--- config.mk ---
export PLATFORM = sky130hd
export DESIGN_NAME = dot4su_acc
export DESIGN_NICKNAME = d
export VERILOG_FILES = /design/src/rtl/dot4su_pkg.sv /design/src/rtl/dot4su_sat_add.sv /design/src/rtl/dot4su_acc.sv
export SDC_FILE = /design/constraint.sdc
export NUM_CORES = 1
export LEC_CHECK = 0
export CAP_MARGIN = 20
export CORE_MARGIN = 4
export CORE_UTILIZATION = 55
export CTS_CLUSTER_DIAMETER = 30
export DETAILED_ROUTE_END_ITERATION = 7
export DONT_BUFFER_PORTS = 1
export GPL_TIMING_DRIVEN = 0
export PLACE_DENSITY = 0.84
export SYNTH_ARGS = -nofsm -noshare
export SYNTH_HDL_FRONTEND = slang
export SYNTH_HIERARCHICAL = 1
export SYNTH_SLANG_ARGS = --single-unit
--- constraint.sdc ---
create_clock -name clk -period 2.4 [get_ports clk]
set_clock_uncertainty 0.1 [all_clocks]
set_input_delay 0.24 -clock clk [delete_from_list [all_inputs] [get_ports clk]]
set_output_delay 0.24 -clock clk [all_outputs]
set_load 0.01 [all_outputs]
--- src/rtl/dot4su_pkg.sv ---
// -----------------------------------------------------------------------------
// dot4su_pkg
//
// Shared definitions for the dot4su streaming dot-product accumulator:
//   PROD_W / PROD_MIN / PROD_MAX : width and value range of the incoming
//                                  signed x unsigned 4x4 products
//   state_e                      : accumulator FSM state encoding
//   cnt_width()                  : width of the term counter for a given LEN
//
// Optional feature macro used by the files importing this package:
//   DOT4SU_SAT_EN  - saturate instead of wrap on accumulator overflow.
// -----------------------------------------------------------------------------
package dot4su_pkg;

  localparam int PROD_W   = 8;
  localparam int PROD_MIN = -120;
  localparam int PROD_MAX = 105;

  // ACCUM: collecting terms, no result waiting.
  // HOLD : a finished result is presented and has not been taken yet.
  typedef enum logic {
    ACCUM = 1'b0,
    HOLD  = 1'b1
  } state_e;

  // Counter width for LEN terms (indices 0..LEN-1). LEN=2 still needs one bit.
  function automatic int cnt_width(input int len);
    if (len <= 2) begin
      return 1;
    end
    return $clog2(len);
  endfunction

endpackage : dot4su_pkg

--- src/rtl/dot4su_sat_add.sv ---
// -----------------------------------------------------------------------------
// dot4su_sat_add
//
// Combinational signed adder: ACC_W-bit accumulator plus a sign-extended
// PROD_W-bit product.
//
// Ports:
//   acc_i    in  ACC_W   current signed accumulator value
//   addend_i in  PROD_W  signed product to add
//   sum_o    out ACC_W   signed sum (wrapped, or saturated with DOT4SU_SAT_EN)
//   ovf_o    out 1       the true sum does not fit in ACC_W signed bits
//
// Configuration:
//   DOT4SU_SAT_EN defined   : an overflowing sum clamps to the signed limit on
//                             the side it overflowed towards.
//   DOT4SU_SAT_EN undefined : an overflowing sum wraps modulo 2^ACC_W.
// -----------------------------------------------------------------------------
module dot4su_sat_add
  import dot4su_pkg::*;
#(
  parameter int ACC_W = 16
) (
  input  logic signed [ACC_W-1:0]  acc_i,
  input  logic signed [PROD_W-1:0] addend_i,
  output logic signed [ACC_W-1:0]  sum_o,
  output logic                     ovf_o
);

  logic signed [ACC_W-1:0] addend_ext;
  logic signed [ACC_W-1:0] raw_sum;

  // Size cast of a signed operand sign-extends, and stays legal when
  // ACC_W == PROD_W (a replication count of zero would not be).
  assign addend_ext = ACC_W'(addend_i);
  assign raw_sum    = acc_i + addend_ext;

  // Two's-complement overflow: operands share a sign and the sum does not.
  assign ovf_o = (acc_i[ACC_W-1] == addend_ext[ACC_W-1]) &&
                 (raw_sum[ACC_W-1] != acc_i[ACC_W-1]);

`ifdef DOT4SU_SAT_EN
  localparam logic [ACC_W-1:0] SAT_MAX = {1'b0, {(ACC_W-1){1'b1}}};
  localparam logic [ACC_W-1:0] SAT_MIN = {1'b1, {(ACC_W-1){1'b0}}};

  // On overflow both operands had the sign of acc_i, so that sign tells the
  // direction of the overflow.
  always_comb begin
    sum_o = raw_sum;
    if (ovf_o) begin
      sum_o = acc_i[ACC_W-1] ? SAT_MIN : SAT_MAX;
    end
  end
`else
  assign sum_o = raw_sum;
`endif

endmodule : dot4su_sat_add

--- src/rtl/dot4su_acc.sv ---
// -----------------------------------------------------------------------------
// dot4su_acc
//
// Streaming dot-product accumulator. Sums LEN consecutive signed products into
// an ACC_W-bit signed accumulator and presents the finished sum, with a sticky
// overflow flag, on a valid/ready output port.
//
// Parameters:
//   ACC_W  accumulator / result width (8..32)
//   LEN    products per dot product (2..256)
//
// Ports:
//   clk        in  1      rising-edge clock
//   rst        in  1      asynchronous active-high reset
//   clear      in  1      synchronous abort of the dot product in flight;
//                         also drops a waiting result (result value is kept)
//   in_valid   in  1      prod is valid
//   in_ready   out 1      prod is accepted this cycle
//   prod       in  8      signed product
//   out_valid  out 1      result / ovf are valid
//   out_ready  in  1      consumer takes the result
//   result     out ACC_W  signed dot product
//   ovf        out 1      some intermediate sum of that dot product overflowed
//   dbg_state  out 1      FSM state (ACCUM / HOLD) for observation
//
// Handshake rules: a transfer happens on a rising edge where valid and ready
// are both high. out_valid, once raised, stays high with result/ovf stable
// until out_ready is seen. in_ready depends only on out_valid and out_ready,
// never on in_valid, so there is no combinational loop back to the producer.
//
// Configuration macro: DOT4SU_SAT_EN (saturating accumulation, see
// dot4su_sat_add). Default build wraps.
// -----------------------------------------------------------------------------
module dot4su_acc
  import dot4su_pkg::*;
#(
  parameter int ACC_W = 16,
  parameter int LEN   = 8
) (
  input  logic                     clk,
  input  logic                     rst,
  input  logic                     clear,
  input  logic                     in_valid,
  output logic                     in_ready,
  input  logic signed [PROD_W-1:0] prod,
  output logic                     out_valid,
  input  logic                     out_ready,
  output logic signed [ACC_W-1:0]  result,
  output logic                     ovf,
  output state_e                   dbg_state
);

  localparam int                CNT_W = cnt_width(LEN);
  localparam logic [CNT_W-1:0]  LAST  = CNT_W'(LEN - 1);

  state_e                  state_q;
  logic signed [ACC_W-1:0] acc_q;
  logic [CNT_W-1:0]        cnt_q;
  logic signed [ACC_W-1:0] result_q;
  logic                    out_valid_q;
  logic                    ovf_q;
  logic                    ovf_run_q;

  logic signed [ACC_W-1:0] sum_d;
  logic                    add_ovf_d;
  logic                    accept;
  logic                    final_term;
  logic                    drain;

  dot4su_sat_add #(
    .ACC_W (ACC_W)
  ) u_add (
    .acc_i    (acc_q),
    .addend_i (prod),
    .sum_o    (sum_d),
    .ovf_o    (add_ovf_d)
  );

  // The output register is free when empty or being drained this cycle, so a
  // final term can land in the same cycle the old result leaves.
  assign in_ready   = !out_valid_q || out_ready;
  assign accept     = in_valid && in_ready;
  assign final_term = (cnt_q == LAST);
  assign drain      = out_valid_q && out_ready;

  // Single FSM block. Later assignments win: a final term accepted while the
  // old result drains keeps out_valid high and the state in HOLD.
  always_ff @(posedge clk or posedge rst) begin
    if (rst) begin
      state_q     <= ACCUM;
      acc_q       <= '0;
      cnt_q       <= '0;
      result_q    <= '0;
      out_valid_q <= 1'b0;
      ovf_q       <= 1'b0;
      ovf_run_q   <= 1'b0;
    end else if (clear) begin
      // Abort wins over any handshake in the same cycle; result_q/ovf_q keep
      // their last value.
      state_q     <= ACCUM;
      acc_q       <= '0;
      cnt_q       <= '0;
      out_valid_q <= 1'b0;
      ovf_run_q   <= 1'b0;
    end else begin
      if (drain) begin
        out_valid_q <= 1'b0;
        state_q     <= ACCUM;
      end
      if (accept) begin
        if (final_term) begin
          result_q    <= sum_d;
          ovf_q       <= ovf_run_q | add_ovf_d;
          out_valid_q <= 1'b1;
          state_q     <= HOLD;
          acc_q       <= '0;
          cnt_q       <= '0;
          ovf_run_q   <= 1'b0;
        end else begin
          acc_q     <= sum_d;
          cnt_q     <= cnt_q + 1'b1;
          ovf_run_q <= ovf_run_q | add_ovf_d;
        end
      end
    end
  end

  assign out_valid = out_valid_q;
  assign result    = result_q;
  assign ovf       = ovf_q;
  assign dbg_state = state_q;

endmodule : dot4su_acc
==> flow_metrics.env, run 1 <==
export IMPL_crit_path_end_kind="flop"
export IMPL_slew_headroom=0.479
export IMPL_worst_setup_path_start_kind="flop"
export IMPL_grt_overflow_total=0
export IMPL_cp_max_fo=3
export IMPL_synth_edf_count=0
export IMPL_antennaDiodeCount=0
export IMPL_setup_ws_ns=-0.0530
export IMPL_cts_sinks=39
export IMPL_cpMaxStageDelayCell="dfrtp_1"
export IMPL_portBuffers=0
export IMPL_cts_buffers=5
export IMPL_vias_per_cell=6.48
export IMPL_hpwl_um=3840
export IMPL_clkLatencyLatePin_ns=0.30
export IMPL_grt_pass1_vias=2006
export IMPL_ctsHtreeMaxLevel=2
export IMPL_yosysUniqueCellTypes=38
export IMPL_crit_buf_inv=0
export IMPL_antenna_found_initial=0
export IMPL_layout_drive_gt1_share=0.241
export IMPL_cp_arrival_ns=2.58
export IMPL_syn_area_per_cell_um2=10.2
export IMPL_synth_top_area_cell="dfrtp_1"
export IMPL_crit_chain="ha_2, fa_2, a21oi_2, o211ai_1, a21oi_2, o21bai_1, a21oi_2, xnor2_2, nand4b_1, a21oi_2"
export IMPL_vdd_drop_max_uv=570
export IMPL_drt_iter0_markers=128
export IMPL_path_common_cell="a21oi_2"
export IMPL_synth_most_common_cell="dfrtp_1"
export IMPL_coreArea_um2=4120
export IMPL_rsz0062_at_grt="true"
export IMPL_clkTransAtPathRegs_ns=0.08
export IMPL_die_w_um=73.9
export IMPL_hold_class="input pin to flop"
export IMPL_synthFlopType="dfrtp_1"
export IMPL_n_fill_cell=279
export IMPL_fmax_mhz=408
export IMPL_syn_area_um2=2390
export IMPL_dr_pass1_iters=4
export IMPL_p_leak_nw=1.28
export IMPL_wl_per_cell_um=20.2
export IMPL_final_cells=303
export IMPL_wl_met2_um=3050
export IMPL_powerDensity_nw_per_um2=693
export IMPL_gp_congestion=0.846
export IMPL_fp_row_count=23
export IMPL_start_util=0.581
export IMPL_synth_seq_cells=39
export IMPL_cts_root_buf="clkbuf_8"
export IMPL_tightestPinTransition_ns=0.780
export IMPL_grt_usage=0.227
export IMPL_status="finished, violations left"
export IMPL_worst_setup_path_type="flop to flop"
export IMPL_ys_seq_area_frac=0.408
export IMPL_synth_warnings=6
export IMPL_top_layer="met4"
export IMPL_clk_path_buf_depth=2
export IMPL_finalHoldViolations=0
export IMPL_final_antenna_net_count=0
export IMPL_die_area_um2=5470
export IMPL_remaining_drc_errors=0
export IMPL_vias=1962
export IMPL_ys_top_cells_by_count="39 x dfrtp_1, 32 x a21oi_1, 21 x o21ai_0, 18 x ha_1, 16 x nand4b_1"
export IMPL_cts_tree="built"
export IMPL_fin_crit_sh=1.02
export IMPL_slowest_delay_ns=0.39
export IMPL_cap_violations=0
export IMPL_cp_required_ns=2.53
export IMPL_layout_nets=284
export IMPL_synthTopCellsByArea="dfrtp_1 41%, ha_1 9.4%, a21oi_1 6.7%"
export IMPL_critPathTopFamily="compound AO/OA/AOI/OAI gates"
export IMPL_fp_dieH_um=73.9
export IMPL_io_pins=33
export IMPL_synthCells=235
export IMPL_grt_pass1_wl_um=9430
export IMPL_wl_met1_um=2530
export IMPL_total_power_mw=1.98
export IMPL_slew_viol_final=0
export IMPL_min_period_ns=2.45
export IMPL_wirelength_um=6110
export IMPL_syn_nets=267
export IMPL_synth_top_area_share=0.408
export IMPL_violations="setup timing"
export IMPL_dr_wl_met3_um=421
export IMPL_async_flop_share=1.00
export IMPL_setup_viol=4
export IMPL_dp_cells=285
export IMPL_grt_max_degree=40
export IMPL_syn2layout_area_growth_pct=19.7
==> path summary, 6_finish.rpt <==
| check | from | endpoint | slack [ns] | cells after the start |
|---|---|---|---|---|
| hold / removal | clear | dbg_state | 0.04 | 2 |
| setup reg to reg | acc_q[0] | acc_q[12] | -0.05 | 10 |
| hold reg to reg | cnt_q[1] | cnt_q[1] | 0.47 | 2 |
| max in group asynchronous | rst | ovf | 1.25 | 2 |
| min in group asynchronous | rst | cnt_q[1] | 0.45 | 2 |
| setup / recovery | acc_q[0] | acc_q[12] | -0.05 | 10 |
==> through the flow <==
stage | instance area [um^2] | setup TNS [ns] | worst slack (ns) | hold slack, ns | utilization
finish | 2860 | -0.107 | -0.0530 | 0.0388 | 0.695
global route | 2860 | -0.544 | -0.122 | 0.0361 | 0.695
CTS | 2710 | -0.0214 | -0.0214 | 0.0365 | 0.659
detailed placement | 2450 | -1.69 | -0.239 | 0.217 | 0.596
global placement | 2450 | -1.27 | -0.205 | 0.208 | 0.596
floorplan | 2390 | 0 | 0.0488 | 0.206 | -
==> per-layer routing <==
metal	vias to the layer above	GRT usage
li1	901	-
met1	972	0.282
met2	81	0.376
met3	8	0.0541
met4	0	0.107
met5	-	0
==> kinds of logic after synthesis <==
logic type      after synthesis  share of synthesized area
mux                          18                     0.0837
buf+inv                      22                     0.0382
fa+ha+maj                    19                      0.103
compound gates               78                      0.189
simple gates                 44                      0.123
flops                        39                      0.408
xor+xnor                     15                     0.0549
==> what timing repair did <==
action / 4_1_cts / 5_1_grt
resized for setup: 14 / 22
setup buffers: 5 / 4
endpoints found under the setup margin: 15 / 16
pin swaps: 15 / 11
endpoints found under the hold margin: 40 / 0
hold buffers: 2 / 0
==> cell usage in the layout, fill, tap and decap left out, drive strengths merged <==
cell type,netlist,layout
a211oi,1,1
a21o,4,4
a21oi,34,34
a221o,1,1
a311oi,1,1
a31o,1,1
a31oi,3,3
a41o,1,1
and3,1,1
buf,1,10
bufinv,0,2
clkbuf,12,17
dfrtp,39,39
dlygate4sd3,0,2
fa,1,1
ha,18,18
inv,9,9
mux2,16,16
mux2i,2,2
nand2,10,10
nand3,4,4
nand4,3,3
nand4b,16,16
nor2,4,4
nor2b,3,3
nor3,1,1
o211ai,1,1
o21ai,26,26
o21bai,3,3
o311ai,1,1
o31ai,1,1
or2,1,1
or4,1,1
xnor2,9,9
xor2,6,6
==> registers in the layout, indices dropped and copies added (netlist names) <==
name       cells
acc_q         16
cnt_q          3
dbg_state      1
out_valid      1
ovf            1
ovf_run_q      1
result        16
==> where the power goes <==
| group | internal (mW) | total, mW | switching, mW |
|---|---|---|---|
| combinational | 0.269 | 0.607 | 0.338 |
| clock | 0.415 | 0.644 | 0.229 |
| sequential | 0.697 | 0.731 | 0.0340 |
==> area by class of cell <==
| class | instances | area (um^2) | share of cell area |
|---|---|---|---|
| Tap cell | 50 | 62.6 | 0.0219 |
| Clock inverter | 2 | 60.1 | 0.0210 |
| Buffer | 12 | 53.8 | 0.0188 |
| Timing Repair Buffer | 11 | 91.3 | 0.0319 |
| Multi-Input combinational cell | 174 | 1510 | 0.528 |
| Clock buffer | 6 | 72.6 | 0.0254 |
| Inverter | 9 | 33.8 | 0.0118 |
| Sequential cell | 39 | 976 | 0.341 |
(Power assumes the default switching activity.)
==> run 2, diff against run 1 <==
--- a/config.mk
+++ b/config.mk
@@ -5,6 +5,7 @@
 export SDC_FILE = /design/constraint.sdc
 export NUM_CORES = 1
 export LEC_CHECK = 0
+export ABC_AREA = 1
 export CAP_MARGIN = 20
 export CORE_MARGIN = 4
 export CORE_UTILIZATION = 55
@@ -13,6 +14,7 @@
 export DONT_BUFFER_PORTS = 1
 export GPL_TIMING_DRIVEN = 0
 export PLACE_DENSITY = 0.84
+export REMOVE_ABC_BUFFERS = 1
 export SYNTH_ARGS = -nofsm -noshare
 export SYNTH_HDL_FRONTEND = slang
 export SYNTH_HIERARCHICAL = 1
==> run 2 against run 1 <==
  * The run now ends clean
  * Maximum frequency up 5.9%
  * Via count is 25% higher
  * Clock power increased by 2%
  * Power shrank 1.8%
  * Sequential power down 0.8%
  * Utilization decreased by 8.2 points
  * Cell count is 53% higher
  * Critical path type unchanged
==> flow_metrics.env, run 2 <==
export IMPL_grt_usage=0.215
export IMPL_r2r_end="out_valid"
export IMPL_cp_required_ns=2.54
export IMPL_ys_seq_area_frac=0.355
export IMPL_cap_violations=0
export IMPL_remaining_drc_errors=0
export IMPL_hpwl_um=4250
export IMPL_clkTransAtPathRegs_ns=0.08
export IMPL_grt_pass1_vias=2479
export IMPL_worst_setup_path_start_kind="flop"
export IMPL_vias_per_cell=5.28
export IMPL_status="completed"
export IMPL_die_area_um2=6190
export IMPL_final_util=0.613
export IMPL_cp_arrival_ns=2.45
export IMPL_final_antenna_net_count=0
export IMPL_syn_area_um2=2750
export IMPL_grt_overflow_total=0
export IMPL_dr_pass1_iters=4
export IMPL_clkLatencyLatePin_ns=0.30
export IMPL_layout_drive_gt1_share=0.0730
export IMPL_syn2layout_area_growth_pct=6.78
export IMPL_hold_class="input pin to flop"
export IMPL_grt_max_degree=40
export IMPL_whs_endpoint="dbg_state"
export IMPL_pre_cts_ws_ns=-0.130
export IMPL_synth_edf_count=0
export IMPL_min_period_ns=2.32
export IMPL_synthFlopType="dfrtp_1"
export IMPL_fin_crit_sh=0.965
export IMPL_worst_setup_path_type="flop to flop"
export IMPL_cts_sinks=39
export IMPL_synth_top_area_cell="dfrtp_1"
export IMPL_final_cell_mix="156 x nand2_1, 52 x inv_1, 39 x dfrtp_1"
export IMPL_whs_path_depth=3
export IMPL_gp_congestion=0.877
export IMPL_cp_max_fo=20
export IMPL_fp_dieH_um=78.7
export IMPL_reg2reg_slack_ns=0.08
export IMPL_cts_root_buf="clkbuf_8"
export IMPL_portBuffers=0
export IMPL_fmax_mhz=432
export IMPL_cts_tree="built"
export IMPL_synth_most_common_cell="nand2_1"
export IMPL_slew_viol_final=0
export IMPL_finalHoldViolations=0
export IMPL_final_common_cell="nand2_1"
export IMPL_wl_per_cell_um=13.1
export IMPL_grt_pass1_wl_um=10700
export IMPL_synthCells=399
export IMPL_yosysUniqueCellTypes=27
export IMPL_antennaDiodeCount=0
export IMPL_io_pins=33
export IMPL_antenna_found_initial=0
export IMPL_ys_top_cells_by_count="156 x nand2_1, 53 x inv_1, 39 x dfrtp_1, 32 x nor2_1, 31 x nand3_1"
export IMPL_start_util=0.574
export IMPL_setup_ws_ns=0.0834
export IMPL_setup_viol=0
export IMPL_slew_headroom=0.447
export IMPL_syn_area_per_cell_um2=6.89
export IMPL_synth_seq_cells=39
export IMPL_p_leak_nw=1.81
export IMPL_vdd_drop_max_uv=431
export IMPL_async_flop_share=1.00
export IMPL_drt_iter0_markers=164
export IMPL_final_area_um2=2930
export IMPL_vias=2448
export IMPL_ctsHtreeMaxLevel=2
export IMPL_synthTopCellsByArea="dfrtp_1 36%, nand2_1 21%, ha_1 8.2%"
export IMPL_r2r_start="cnt_q[0]"
export IMPL_clk_path_buf_depth=2
export IMPL_r2r_cells=5
export IMPL_coreArea_um2=4790
export IMPL_hold_start="out_ready"
export IMPL_cts_buffers=5
export IMPL_finalSetupTns_ns=0
export IMPL_tightestPinTransition_ns=0.828
export IMPL_crit_path_end_kind="flop"
export IMPL_powerDensity_nw_per_um2=664
export IMPL_layout_nets=428
export IMPL_synth_top_area_share=0.355
export IMPL_n_fill_cell=426
export IMPL_die_w_um=78.7
export IMPL_dpl_cell_area_um2=2760
export IMPL_wirelength_um=6060
export IMPL_fp_row_count=25
export IMPL_synth_warnings=6
run 2: changes by cell type after synthesis, sizes merged, moves of 4 or more:
cell    delta
a21o       -4
a21oi     -25
buf       +11
clkbuf    -10
inv       +49
mux2      -16
nand2    +153
nand3     +27
nand4     +16
nand4b    -16
nor2      +28
o21ai     -26
xnor2      -8
run 2: where the power goes:
| part | leakage (nW) | internal [mW] | switching (mW) |
|---|---|---|---|
| Clock | 0.0654 | 0.416 | 0.242 |
| Sequential | 0.533 | 0.697 | 0.0281 |
| Combinational | 1.21 | 0.192 | 0.372 |
run 2: kinds of logic (layout without fill, tap and decap cells):
logic type	Yosys count	after routing	synth area share
AOI/OAI and AO/OA	9	9	0.0219
xor gates and xnor gates	7	7	0.0223
DFF	39	39	0.355
and+or+nand+nor	253	253	0.403
adders and majority gates	19	19	0.0893
buffers and inverters	72	70	0.108
run 2: routing by layer:
metal / vias up / GRT usage / part of all wire
met1: 1145 / 0.255 / 0.45
met2: 48 / 0.369 / 0.48
li1: 1237 / - / -
met5: - / 0 / 0
met4: 0 / 0.0944 / 0.025
met3: 18 / 0.0516 / 0.050
run 2: repair_timing:
action / in CTS / in global routing
hold buffers: 3 / 0
hold endpoints to repair: 40 / 0
setup buffers: 0 / 0
pin swaps: 0 / 0
endpoints found under the setup margin: 10 / 10
gates resized for setup: 1 / 1
run 2: final cells by class:
type	count	area, um^2	share of cell area
multi-input combinational	288	1480	0.505
sequential	39	976	0.333
inverter	58	218	0.0742
tap	67	83.8	0.0286
clock buffer	6	72.6	0.0247
clock inverter	2	60.1	0.0205
timing repair buffer	4	41.3	0.0141
run 2: how the worst max path moves through the flow:
stage / start / endpoint / cells after the start
6_report: cnt_q[0] / out_valid / 5
5_1_grt: cnt_q[0] / out_valid / 5
4_1_cts: out_valid / acc_q[9] / 6
3_5_place_dp: out_valid / acc_q[9] / 6
3_3_place_gp: out_valid / acc_q[11] / 5
2_1_floorplan: out_valid / acc_q[0] / 5
run 2: per-stage QoR:
stage / hold slack, ns / total power, mW / instances
after floorplan: 0.203 / 1.18 / 385
after global placement: 0.204 / 1.27 / 452
after detailed placement: 0.208 / 1.29 / 453
after CTS: 0.0108 / 1.95 / 464
after global routing: 0.0190 / 2.08 / 464
final: 0.00927 / 1.95 / 464
run 2: critical path, stage by stage, from the launching register on:
cell and delay (ns):
dfrtp_1 0.39, ha_1 0.18, ha_1 0.68, nand2_1 0.15, a21oi_1 0.19, dlygate4sd3_1 0.56
